File: config.mk
export PLATFORM = sky130hd
export DESIGN_NAME = crypt_wb_buffer
export DESIGN_NICKNAME = d
export VERILOG_FILES = /design/src/rtl/crypt_wb_buffer.sv
export SDC_FILE = /design/constraint.sdc
export NUM_CORES = 1
export LEC_CHECK = 0
export BUFFER_PORTS_ARGS = -buffer_cell sky130_fd_sc_hd__clkbuf_2
export CAP_MARGIN = 30
export CELL_PAD_IN_SITES_DETAIL_PLACEMENT = 0
export CELL_PAD_IN_SITES_GLOBAL_PLACEMENT = 2
export CORE_MARGIN = 2
export CORE_UTILIZATION = 34
export CTS_BUF_LIST = sky130_fd_sc_hd__clkbuf_4 sky130_fd_sc_hd__clkbuf_8
export CTS_CLUSTER_SIZE = 10
export DETAILED_ROUTE_END_ITERATION = 12
export GPL_TIMING_DRIVEN = 1
export PLACE_DENSITY = 0.79
export SYNTH_ARGS = -nofsm -noshare
export SYNTH_HDL_FRONTEND = slang
export SYNTH_SLANG_ARGS = --single-unit
File: constraint.sdc
create_clock -name clk -period 5.38 [get_ports clk]
set_clock_uncertainty 0.2 [all_clocks]
set_input_delay 0.807 -clock clk [delete_from_list [all_inputs] [get_ports clk]]
set_output_delay 0.807 -clock clk [all_outputs]
set_load 0.02 [all_outputs]
File: src/rtl/crypt_wb_buffer.sv
// rtl/crypt_wb_buffer.sv - in-order writeback queue between crypt engine and MPRF with hazard forwarding
module crypt_wb_buffer #(
  parameter int DEPTH = 2
) (
  input  logic        clk,
  input  logic        rst,
  input  logic        crypt2wb_req,
  input  logic [4:0]  crypt2wb_rd_addr,
  input  logic [31:0] crypt2wb_rd_data,
  output logic        wb2crypt_rdy,
  output logic        wb2mprf_wreq,
  output logic [4:0]  wb2mprf_rd_addr,
  output logic [31:0] wb2mprf_rd_data,
  input  logic        mprf2wb_gnt,
  input  logic [4:0]  idu2wb_rs1_addr,
  input  logic [4:0]  idu2wb_rs2_addr,
  output logic        wb2idu_rs1_hit,
  output logic        wb2idu_rs2_hit,
  output logic [31:0] wb2idu_rs1_fwd,
  output logic [31:0] wb2idu_rs2_fwd,
  output logic        wb2idu_empty
);

  localparam int PW = $clog2(DEPTH);
  localparam int CW = $clog2(DEPTH) + 1;

  logic [DEPTH-1:0] valid_q;
  logic [4:0]       addr_q [DEPTH];
  logic [31:0]      data_q [DEPTH];
  logic [PW-1:0]    wr_ptr_q, wr_ptr_d;
  logic [PW-1:0]    rd_ptr_q, rd_ptr_d;
  logic [CW-1:0]    count_q, count_d;
  logic             push, pop;
  logic [32:0]      rs1_lkp, rs2_lkp;

  function automatic logic [PW-1:0] ptr_inc(input logic [PW-1:0] p);
    return (p == PW'(DEPTH - 1)) ? '0 : p + PW'(1);
  endfunction

  // Walk entries oldest to youngest so the last match left in r is the youngest one.
  function automatic logic [32:0] lookup(input logic [4:0] rs);
    logic [32:0] r;
    logic [PW:0] idx;
    r = '0;
    for (int i = 0; i < DEPTH; i++) begin
      idx = {1'b0, rd_ptr_q} + (PW+1)'(i);
      if (idx >= (PW+1)'(DEPTH)) idx = idx - (PW+1)'(DEPTH);
      if (valid_q[idx[PW-1:0]] && (addr_q[idx[PW-1:0]] == rs) && (rs != 5'd0))
        r = {1'b1, data_q[idx[PW-1:0]]};
    end
    return r;
  endfunction

  // Ready depends only on occupancy so the crypt engine never sees a grant-to-ready path.
  assign wb2crypt_rdy    = (count_q != CW'(DEPTH));
  assign wb2mprf_wreq    = (count_q != '0);
  assign wb2idu_empty    = (count_q == '0);
  assign push            = crypt2wb_req & wb2crypt_rdy & (crypt2wb_rd_addr != 5'd0);
  assign pop             = wb2mprf_wreq & mprf2wb_gnt;
  assign wb2mprf_rd_addr = wb2mprf_wreq ? addr_q[rd_ptr_q] : '0;
  assign wb2mprf_rd_data = wb2mprf_wreq ? data_q[rd_ptr_q] : '0;

  // Hazard lookup sees only current state; a result being pushed shows up next cycle.
  always_comb begin
    rs1_lkp = lookup(idu2wb_rs1_addr);
    rs2_lkp = lookup(idu2wb_rs2_addr);
  end

  assign wb2idu_rs1_hit = rs1_lkp[32];
  assign wb2idu_rs1_fwd = rs1_lkp[31:0];
  assign wb2idu_rs2_hit = rs2_lkp[32];
  assign wb2idu_rs2_fwd = rs2_lkp[31:0];

  // Pointer and occupancy next state; push and pop together leave count unchanged.
  always_comb begin
    wr_ptr_d = push ? ptr_inc(wr_ptr_q) : wr_ptr_q;
    rd_ptr_d = pop  ? ptr_inc(rd_ptr_q) : rd_ptr_q;
    count_d  = count_q;
    if (push && !pop)
      count_d = count_q + CW'(1);
    else if (pop && !push)
      count_d = count_q - CW'(1);
  end

  // Queue storage; reset discards every pending entry without writing it out.
  always_ff @(posedge clk) begin
    if (rst) begin
      valid_q  <= '0;
      wr_ptr_q <= '0;
      rd_ptr_q <= '0;
      count_q  <= '0;
      for (int i = 0; i < DEPTH; i++) begin
        addr_q[i] <= '0;
        data_q[i] <= '0;
      end
    end else begin
      if (pop)
        valid_q[rd_ptr_q] <= 1'b0;
      if (push) begin
        valid_q[wr_ptr_q] <= 1'b1;
        addr_q[wr_ptr_q]  <= crypt2wb_rd_addr;
        data_q[wr_ptr_q]  <= crypt2wb_rd_data;
      end
      wr_ptr_q <= wr_ptr_d;
      rd_ptr_q <= rd_ptr_d;
      count_q  <= count_d;
    end
  end

  // A request presented while full is dropped; flag it as an upstream protocol error.
  req_while_full_a: assert property (@(posedge clk) disable iff (rst)
    !(crypt2wb_req && !wb2crypt_rdy));

endmodule

# == After elaboration in Yosys (flattened, before gate mapping) ==
# Memory sizes are Yosys's and may differ from the RTL's. A register that Yosys moved wholly into a read port is not among the register bits.
# Cells that the tools add are included.
# word_totals
reg_bits,6
latch_bits,0
ram_bits,74
mem_bits_ro,0
output_inout_bits,106
wordCells,92
mem_count,2
# classes
addsub,7
multipliers,0
div_mod_pow,0
magnitude_cmp,8
n_eq_ne,5
shift,0
muxes,38
bitwise,6
n_reduce_logical,22
# mem_list
memory,words,word_bits,rd,rd_ports_with_merged_regs,wr,line_no,rtl
data_q,2,32,3,1,2,29,logic [31:0] data_q [DEPTH];
addr_q,2,5,3,1,2,28,logic [4:0] addr_q [DEPTH];
# ops
cell,n
33-bit 2-to-1 mux,4
32-bit 2-to-1 mux,2
32-bit OR reduction,1
1-bit 2-to-1 mux,23
5-bit equality test,4
5-bit nonzero test,3
1-bit logical AND,12
2-bit 2-to-1 mux,5
5-bit 2-to-1 mux,2
"1-bit by 2-bit less-than comparator with 1-bit output, second input constant",4
5-bit OR reduction,1
2-bit nonzero test,2
1-bit bitwise AND,3
"1-bit adder, second input constant",2
"1-bit by 1-bit adder with 2-bit output, second input constant",1
"2-bit by 1-bit adder with 2-bit output, second input constant",1
2-bit bitwise AND,1
1-bit demux with 1-bit select,2
"1-bit greater-or-equal comparator, second input constant",2
"1-bit by 2-bit greater-or-equal comparator with 1-bit output, second input constant",1
"2-bit greater-or-equal comparator, second input constant",1
1-bit zero test,2
2-bit zero test,1
"2-bit inequality test, second input constant",1
other kinds (4),5

# == Logic depth before layout (Yosys ltp) ==
# logic_depth
ltp_word,10
mapped_depth,9

# == Least setup slack after synthesis ==
# No wires, ideal clock.
# synth_path
path_type,input-to-reg
start,input crypt2wb_rd_addr[3]
end,"memory addr_q[0][0], enable pin"
setup_ns,0.483
arrival_ns,3.692
required_time_ns,4.697
slack_ns,1.005
cell_stages,3
cell_sequence,or4_1 > o211ai_2 > o21ai_0
# synth_rtl
item,line_no,rtl
"start, declared",8,"input logic [4:0] crypt2wb_rd_addr,"
"end, declared",28,

==> flow_metrics.tcl <==
set metrics [dict create \
    critPathMaxFanout 17 \
    reg2reg_to "data_q[0][20]$_SDFFCE_PN0P_" \
    via_per_inst 5.03 \
    cts.sinks 81 \
    num_antenna_cells 0 \
    cts_made_buffers 9 \
    holdPathStages 2 \
    grt_pass1_vias 4517 \
    h-tree-depth 3 \
    ant_nets 0 \
    synth_cells 515 \
    die_w_um 133 \
    rrSetupSlack_ns 3.04 \
    fillCellCount 1584 \
    io-pin-count 157 \
    netSwitchingFraction_pct 41.9 \
    async_reset_ff_share_pct 0 \
    cap_violations 0 \
    die_h_um 133 \
    grt_pass1_wl_mm 25.1 \
    clk-insertion-delay-late_ns 0.35 \
    areaGrowthSynthToFinish_pct 20.4 \
    reg2reg_depth 4 \
    avgRoutedWirePerCell_um 18.4 \
    place_congestion 0.781 \
    dp_hpwl_mm 11.2 \
    routed_wl_mm 16.1 \
    fin_total_pwr_w 0.00249 \
    drt-pass1-iter-count 4 \
    final_cell_mix "156 x clkbuf_2, 105 x mux2i_1, 104 x and2_1" \
    path_clk_slew_ns 0.08 \
    syn_avg_cell_area_um2 11.0 \
    core_area_um2 16400 \
    regArea_um2 2360 \
    status "finished, final reports clean" \
    grt-ovfl-total 0 \
    ys_seq_area_share_pct 41.9 \
    crit_arrival_ns 3.45 \
    vdd_drop_max_v 0.000146 \
    fmax_mhz 224 \
    period_share_pct 82.9 \
    dieArea_um2 17600 \
    pwr-share-comb_pct 45.9 \
    portBuffers 156 \
    power_frac_seq_pct 36.0 \
    synth_edf_count 74 \
    synth_seq_cells 81 \
    tns_ns 0 \
    slew_headroom_pct 37.3 \
    hold_class "flop to flop" \
    min_from "count_q[1]$_SDFFE_PP0P_" \
    worst_pin_slew_ns 0.939 \
    clockBufferDepth 2 \
    drv_slew 0 \
    num_vias 4392 \
    cp-start-kind "flop" \
    rsz0062_at_grt "false" \
    p_int_w 0.00145 \
    cp.required_ns 4.37 \
    syn_area_um2 5640 \
    nets 701 \
    switching_power_w 0.00104 \
    reg2reg_from "count_q[0]$_SDFFE_PP0P_" \
    setup_viol_count_final 0 \
    power_frac_clock_pct 18.1 \
    cts_post_setup_buffers_inserted 0 \
    postCtsResizedCells 0 \
    period_minus_slack_ns 4.46 \
    p_leak_nw 3.15 \
    antenna_found_initial 1 \
    ys.flop_type "edfxtp_1" \
    hold_viol 0 \
    track_usage_pct 18.3 \
    drive_gt1_share_pct 35.8 \
    grt_max_degree 39 \
    criticalPathCategory "flop to primary output" \
    crit_path_end_kind "primary output" \
    multi_input_area_um2 3050 \
    cts_tree "built" \
    p_per_area_nw_per_um2 367 \
    num_rows 47 \
    min_to "count_q[1]$_SDFFE_PP0P_" \
    drcViolationCount 0 \
    ys_types 40 \
    yosysWarnings 0 \
    synth_fp_nets 567 \
    initial_utilization_pct 34.4 \
    drt_iter0_drc 168 \
    hold_buffers 0 \
    final_common_cell "clkbuf_2" \
    cts-root-buf "clkbuf_8" \
]
power by group through the flow:
stage                     registers, W  logic (W)  clock network, W
final                         0.000896    0.00114          0.000451
after global routing          0.000914    0.00123          0.000484
after CTS                     0.000896    0.00115          0.000463
after detailed placement      0.000910    0.00115                 0
after global placement        0.000906    0.00113                 0
after floorplan               0.000858   0.000854                 0
through the flow:
| step | cell area, um2 | setup WS (ns) | util [%] | hold WS (ns) | std cells |
|---|---|---|---|---|---|
| after floorplan | 5640 | 1.01 | - | 0.267 | 515 |
| after global placement | 6560 | 1.12 | 40.0 | 0.278 | 856 |
| after detailed placement | 6590 | 1.07 | 40.2 | 0.299 | 858 |
| after CTS | 6790 | 0.926 | 41.4 | 0.310 | 874 |
| after global routing | 6790 | 0.777 | 41.4 | 0.357 | 874 |
| final | 6790 | 0.919 | 41.4 | 0.312 | 874 |
worst max-delay path by stage:
stage | slack (ns) | cells past startpoint | to | start
4_1_cts | 0.93 | 7 | wb2idu_rs1_fwd[15] | flop
3_3_place_gp | 1.12 | 7 | wb2idu_rs2_fwd[15] | idu2wb_rs2_addr[1]
5_1_grt | 0.78 | 7 | wb2idu_rs1_fwd[15] | flop
2_1_floorplan | 1.01 | 3 | addr_q[0][0]$_SDFFCE_PN0P_ | crypt2wb_rd_addr[3]
3_5_place_dp | 1.07 | 7 | wb2idu_rs2_fwd[15] | idu2wb_rs2_addr[1]
6_report | 0.92 | 7 | wb2idu_rs1_fwd[15] | flop
cells by family after synthesis:
logic type	after synthesis	share of synthesized area, %
muxes	140	25.8
buffers and inverters	48	4.72
and+or+nand+nor	211	22.4
AOI/OAI and AO/OA	8	0.998
adders and majority gates	1	0.222
xor gates and xnor gates	26	4.04
DFF	81	41.9
cells in the mapped netlist, types with 2 or more instances:
cell,count,area (um2)
buf_4,5,37.5
mux2i_1,105,1050
nor2_1,15,56.3
mux2_2,31,349
o22ai_1,2,12.5
nor4_1,2,12.5
xor2_1,15,131
xnor2_1,11,96.3
buf_6,6,67.6
or3_1,2,12.5
and2_1,104,651
nand4b_1,2,17.5
clkbuf_1,16,60.1
buf_2,18,90.1
mux2i_2,4,55.1
or4_1,2,15.0
dfxtp_1,7,140
nand3_1,32,160
edfxtp_1,74,2220
nand2b_1,3,18.8
o21ai_0,2,10.0
nand2_1,8,30.0
nand4_1,31,194
nor3_1,2,10.0
worst max-delay path: stages (launching register included):
cell,delay (ns)
dfxtp_2,0.63
mux2i_2,0.41
xor2_1,0.29
nor3b_4,0.83
buf_4,0.37
nand3_1,0.10
mux2i_1,0.22
clkbuf_2,0.23
state kept, by name, summed over array words and instances, names as in the netlist, named ones only:
register and flops:
rd_ptr_q 1, data_q 64, wr_ptr_q 1, count_q 2, addr_q 10, valid_q 2
layout make-up:
class | instances | share of cell area [%]
Multi-Input combinational cell | 386 | 45.0
Clock buffer | 11 | 2.14
Clock inverter | 5 | 0.811
Timing Repair Buffer | 168 | 13.1
Tap cell | 220 | 4.05
Inverter | 3 | 0.166
Sequential cell | 81 | 34.8
routing by layer:
metal | up-vias | GRT usage, % | part of all wire (%)
li1 | 2129 | - | -
met1 | 2113 | 22.6 | 44
met2 | 132 | 32.8 | 49
met3 | 16 | 2.64 | 4.9
met4 | 2 | 6.27 | 1.6
met5 | - | 0 | 0.081
No activity file was read; power rests on OpenSTA's default activity.
